## src/rtl/mult_ctrl.sv

```systemverilog
// Iterative shift-add multiplier with HI/LO result registers.
// Signed operands are multiplied as magnitudes and sign-corrected at the end.
module mult_ctrl #(
    parameter int WIDTH = 32
) (
    input  logic             clk,
    input  logic             reset,
    input  logic             start_mult,
    input  logic             mult_sign,
    input  logic [WIDTH-1:0] srca_e,
    input  logic [WIDTH-1:0] srcb_e,
    input  logic             hilo_read_d,
    output logic             busy,
    output logic             done,
    output logic             stall_hilo,
    output logic [WIDTH-1:0] hi,
    output logic [WIDTH-1:0] lo
);
    localparam int CW = $clog2(WIDTH) + 1;
    localparam logic [CW-1:0] LAST = CW'(WIDTH - 1);

    typedef enum logic [1:0] {
        IDLE,
        RUN,
        FIX
    } state_t;

    state_t               state;
    logic [WIDTH-1:0]     mcand;
    logic [WIDTH-1:0]     mplier;
    logic [2*WIDTH-1:0]   acc;
    logic [CW-1:0]        cnt;
    logic                 neg;
    logic [WIDTH-1:0]     mag_a;
    logic [WIDTH-1:0]     mag_b;
    logic [WIDTH:0]       sum;
    logic [2*WIDTH-1:0]   fixed;

    // The most negative value negates to itself, which is its correct unsigned magnitude.
    always_comb begin
        mag_a = srca_e;
        mag_b = srcb_e;
        if (mult_sign && srca_e[WIDTH-1]) mag_a = -srca_e;
        if (mult_sign && srcb_e[WIDTH-1]) mag_b = -srcb_e;
    end

    always_comb begin
        sum = {1'b0, acc[2*WIDTH-1:WIDTH]};
        if (mplier[0]) sum = sum + {1'b0, mcand};
        fixed = neg ? -acc : acc;
    end

    always_ff @(posedge clk or negedge reset) begin
        if (!reset) begin
            state  <= IDLE;
            mcand  <= '0;
            mplier <= '0;
            acc    <= '0;
            cnt    <= '0;
            neg    <= 1'b0;
            done   <= 1'b0;
            hi     <= '0;
            lo     <= '0;
        end else begin
            done <= 1'b0;
            unique case (state)
                IDLE: begin
                    if (start_mult) begin
                        mcand  <= mag_a;
                        mplier <= mag_b;
                        neg    <= mult_sign & (srca_e[WIDTH-1] ^ srcb_e[WIDTH-1]);
                        acc    <= '0;
                        cnt    <= '0;
                        state  <= RUN;
                    end
                end
                RUN: begin
                    acc    <= {sum, acc[WIDTH-1:1]};
                    mplier <= mplier >> 1;
                    cnt    <= cnt + 1'b1;
                    if (cnt == LAST) state <= FIX;
                end
                FIX: begin
                    {hi, lo} <= fixed;
                    done     <= 1'b1;
                    state    <= IDLE;
                end
                default: state <= IDLE;
            endcase
        end
    end

    assign busy       = (state != IDLE);
    assign stall_hilo = busy & hilo_read_d;
endmodule

```

## config.mk

```make
export PLATFORM = sky130hd
export DESIGN_NAME = mult_ctrl
export DESIGN_NICKNAME = d
export VERILOG_FILES = /design/src/rtl/mult_ctrl.sv
export SDC_FILE = /design/constraint.sdc
export NUM_CORES = 1
export LEC_CHECK = 0
export CORE_MARGIN = 4
export CORE_UTILIZATION = 55
export CTS_CLUSTER_DIAMETER = 30
export CTS_CLUSTER_SIZE = 30
export DETAILED_ROUTE_END_ITERATION = 16
export HOLD_SLACK_MARGIN = 0.15
export PLACE_DENSITY = 0.78
export SKIP_LAST_GASP = 1
export SLEW_MARGIN = 40
export SYNTH_ARGS = -nofsm -noshare
export SYNTH_HDL_FRONTEND = slang
export SYNTH_SLANG_ARGS = --single-unit
```

## constraint.sdc

```tcl
create_clock -name clk -period 7.2 [get_ports clk]
set_input_delay 1.08 -clock clk [delete_from_list [all_inputs] [get_ports clk]]
set_output_delay 1.08 -clock clk [all_outputs]
set_load 0.01 [all_outputs]
```

# Yosys cells after proc, flatten, opt, wreduce, memory -nomap -nowiden
# Cells that the tools add are included.
# totals
regBits,202
# op_classes
n_addsub,5
eq_ne,5
muxes,14
bitwise_logic,3
reduce_logical,8
# ops
op,n
64-bit two-way mux,2
64-bit case mux with 2 select lines,1
32-bit two-way mux,3
32-bit negation,2
64-bit negation,1
32-bit case mux with 2 select lines,1
32-bit by 32-bit adder with 33-bit output,1
33-bit two-way mux,1
6-bit case mux with 2 select lines,1
6-bit by 1-bit adder with 6-bit output (second input constant),1
6-bit by 5-bit equality test with 1-bit output (second input constant),1
6-bit two-way mux,1
2-bit AND reduction,3
2-bit two-way mux,2
2-bit inequality test (second input constant),2
2-bit case mux with 2 select lines,1
2-bit nonzero test,2
1-bit AND,2
2-bit by 1-bit equality test with 1-bit output (second input constant),1
2-bit equality test (second input constant),1
1-bit logical AND,2
2-bit logical NOT,1
1-bit two-way mux,1
1-bit bitwise XOR,1

# Logic depth before layout (Yosys ltp)
# logic_depth
depth_word,4
ltp_mapped,10
ltp_nobuf,10

# Worst setup path after synthesis
# Ideal clock, no wire load.
# synth_path
path_type,input port to flip-flop
from,input srcb_e[6]
to,register mplier[26]
setup_ps,133
t_arrival_ps,2830
required_ps,7067
slack_ps,4237
stages,8
path_cell_list,or3_1 > or2_2 > nor3_1 > and3_1 > clkbuf_1 > a21oi_1 > xnor2_1 > o21ai_0
# synth_between
elab_chain_len,4
# synth_rtl
item,line_no,source
from (decl),11,"input logic [WIDTH-1:0] srcb_e,"
32-bit negation,44,if (mult_sign && srcb_e[WIDTH-1]) mag_b = -srcb_e;
32-bit two-way mux,44,
32-bit two-way mux,68,if (start_mult) begin
32-bit case mux with 2 select lines,66,unique case (state)
to (signal assigned),70,mplier <= mag_b;
to (signal assigned),79,mplier <= mplier >> 1;
to (decl),30,logic [WIDTH-1:0] mplier;
# Every way passes these cells. The select of a mux whose other input is x is not followed.
# A chain may end at the register's enable or synchronous reset.

# Worst setup path after layout
# layout_path
from,input hilo_read_d
to,output stall_hilo
# layout_between
elab_chain_len,1
# layout_rtl
item,line_no,source
from (decl),12,"input logic hilo_read_d,"
1-bit AND,94,assign stall_hilo = busy & hilo_read_d;
to (decl),15,"output logic stall_hilo,"
# Every way passes these cells.

==> impl_metrics.toml <==
[global_routing]
antenna_found_initial = 0
first_global_vias = 10230
grt_max_degree = 127
grt.total_usage = 0.2506
overflow = 0
grt_pass1_wl_mm = 50.83

[logic_synthesis]
ys.flop_type = "dfrtp_1"
synthCells = 1367
syn_area_sq_um = 12050
yosysUniqueCellTypes = 65
yosysSeqAreaShare = 0.4195
yosysWarnings = 0
synth.avg_cell_area_sq_um = 8.814
synth_fp_nets = 1473
synthArstFlopShare = 1.000
synth_edf_count = 0
ys_ff_latch = 202

[clock_tree]
cts_tree = "built"
path_clk_slew_ns = 0.05
clockBufferDepth = 3
cts_setup_buffers = 0
hold_buffers = 0
cts_root_buffer = "clkbuf_16"
htreeDepth = 2
cts_inserted_buffers = 41
clock_latency_ns = 0.51
ctsResizeCount = 0
cts.sink_count = 202

[power]
vdd_drop_max_v = 0.0001918
leakage_nw = 6.338
p_per_area_nw_per_um2 = 384.3

[finish]
syn2layout_area_growth_pct = 24.24
diodes = 0
fillers = 1633
drive_gt1_frac = 0.06329
mostFrequentLayoutCells = "dfrtp_1, o21ai_0, nand2_1, clkdlybuf4s50_1, xor2_1"
final_common_cell = "dfrtp_1"
seq_area_sq_um = 5055
multi_input_area_sq_um = 6638
nets = 1579
final_area_sq_um = 14970

[run]
cap_violations = 0

[setup_path]
worst-path-max-fanout = 1
crit_slowest_cell = "clkdlybuf4s50_1"
crit_required_ns = 6.12
slowest_delay_ns = 0.55
critical_path_class = "in2out"
arrival_ns = 2.20
crit_chain = "clkdlybuf4s50_1, nor2b_1, clkdlybuf4s50_1"
start_kind = "input port"
cpMostUsedCell = "clkdlybuf4s50_1"
cp-end-kind = "output port"
ff2ff_setup_slack_ns = 4.09

[detailed_routing]
drc = 0
first_iter_violations = 755
first_pass_iters = 5
viasPerCell = 6.068
routed_wl_mm = 30.79
ant_nets = 0
detail_route.wl_per_cell_microns = 17.34
vias = 10777

[timing]
skew_ns = 0.01960
relSlewSlack = 0.4600
fmax_ghz = 0.3050
fin_tns_setup_ns = 0
rsz0062_at_grt = "no"
post-route-period-util = 0.4554
finalSetupViolCount = 0
worstMarginPinSlew_ns = 0.8083
fin_crit_ns = 3.279
finalHoldViolations = 0
drv_slew = 0

[placement]
placed_area_sq_um = 13580
gp_congestion = 0.9317
dp_hpwl_mm = 21.57
io_buffer_count = 135

[hold_path]
holdCritPathClass = "reg2reg"

[die]
initial_core_util = 0.5660
boundaryPins = 136
die_x_microns = 156.0
fp-row-count = 53
core_sq_um = 21290
die_y_microns = 156.0
dieArea_sq_um = 24340

[status]
status = "completed"
==> routing by layer <==
| metal | global-route usage | wire length [microns] | up-vias | part of all wire |
|---|---|---|---|---|
| li1 | - | - | 5196 | - |
| met2 | 0.3911 | 14060 | 385 | 0.46 |
| met1 | 0.3619 | 13920 | 5134 | 0.45 |
| met4 | 0.08337 | 782 | 0 | 0.025 |
| met5 | 0 | 0 | - | 0 |
| met3 | 0.03551 | 2027 | 62 | 0.066 |
==> state kept, by name (all words and copies together), names as in the netlist <==
name,flops
mplier,32
acc,64
lo,32
hi,32
mcand,32
cnt,6
done,1
state,2
neg,1
==> through the flow <==
stage	worst slack, ns	utilization	hold slack [ns]	total power (W)	instances
finish	3.921	0.7032	0.4740	0.005753	1776
global route	3.777	0.7032	0.5009	0.006116	1776
CTS	3.911	0.7029	0.4813	0.005742	1776
detailed placement	3.537	0.6377	0.4699	0.003821	1705
global placement	3.622	0.6350	0.4610	0.003768	1703
floorplan	4.237	-	0.4502	0.003255	1367
==> area by class of cell <==
cell class / count / share of cell area
timing repair buffer: 143 / 0.09771
clock inverter: 20 / 0.01755
inverter: 22 / 0.005517
multi-input combinational: 1063 / 0.4434
clock buffer: 51 / 0.07514
tap: 275 / 0.02299
sequential: 202 / 0.3377
==> where the power goes <==
part,switching (W),internal [W],total [W]
logic,0.00119,0.000858,0.00205
clock network,0.000597,0.00128,0.00188
registers,0.000413,0.00142,0.00183
total,0.00220,0.00355,0.00575
==> Yosys cell counts, drive strengths merged (5+ instances only) <==
library cell / number / share of area
o21ai: 211 / 0.088
dfrtp: 202 / 0.42
nand2: 198 / 0.062
xor2: 91 / 0.066
clkbuf: 74 / 0.023
a21oi: 69 / 0.029
nor2: 64 / 0.020
xnor2: 53 / 0.039
a22oi: 45 / 0.028
ha: 36 / 0.037
a22o: 32 / 0.023
o31ai: 29 / 0.018
nor3: 28 / 0.012
inv: 21 / 0.0065
nor4: 20 / 0.012
nand3: 19 / 0.0079
a31oi: 14 / 0.0073
o41ai: 14 / 0.011
nand2b: 13 / 0.0067
nand4: 13 / 0.0067
and3: 12 / 0.0062
or3: 10 / 0.0052
or4: 10 / 0.0072
a21o: 9 / 0.0056
mux2i: 9 / 0.0075
a211oi: 6 / 0.0037
and2: 6 / 0.0031
buf: 6 / 0.0019
nor2b: 5 / 0.0026
==> cells by family (layout without fill, tap and decap cells) <==
| logic type | count (synthesis) | count (layout) | share of synthesized area |
|---|---|---|---|
| flip-flops | 202 | 202 | 0.4195 |
| adder cells (fa/ha/maj) | 37 | 37 | 0.03904 |
| XOR/XNOR | 144 | 144 | 0.1047 |
| buffers and inverters | 102 | 236 | 0.03188 |
| AND/OR/NAND/NOR | 412 | 412 | 0.1610 |
| AO/OA/AOI/OAI | 461 | 461 | 0.2365 |
| multiplexers | 9 | 9 | 0.007477 |
==> path summary, 6_finish.rpt <==
check | from | end | depth (start not counted)
max in group asynchronous | reset | mplier[11] | 2
max reg2reg | acc[12] | hi[18] | 7
min | hi[1] | hi[1] | 2
min reg2reg | hi[1] | hi[1] | 2
max | hilo_read_d | stall_hilo | 3
min in group asynchronous | reset | lo[28] | 1
==> critical path, delay by kind of cell <==
family,cells,cell delay (ns)
buffers and inverters,2,0.99
and+or+nand+nor,1,0.12
Note: power is estimated with default switching activity, not from simulation.
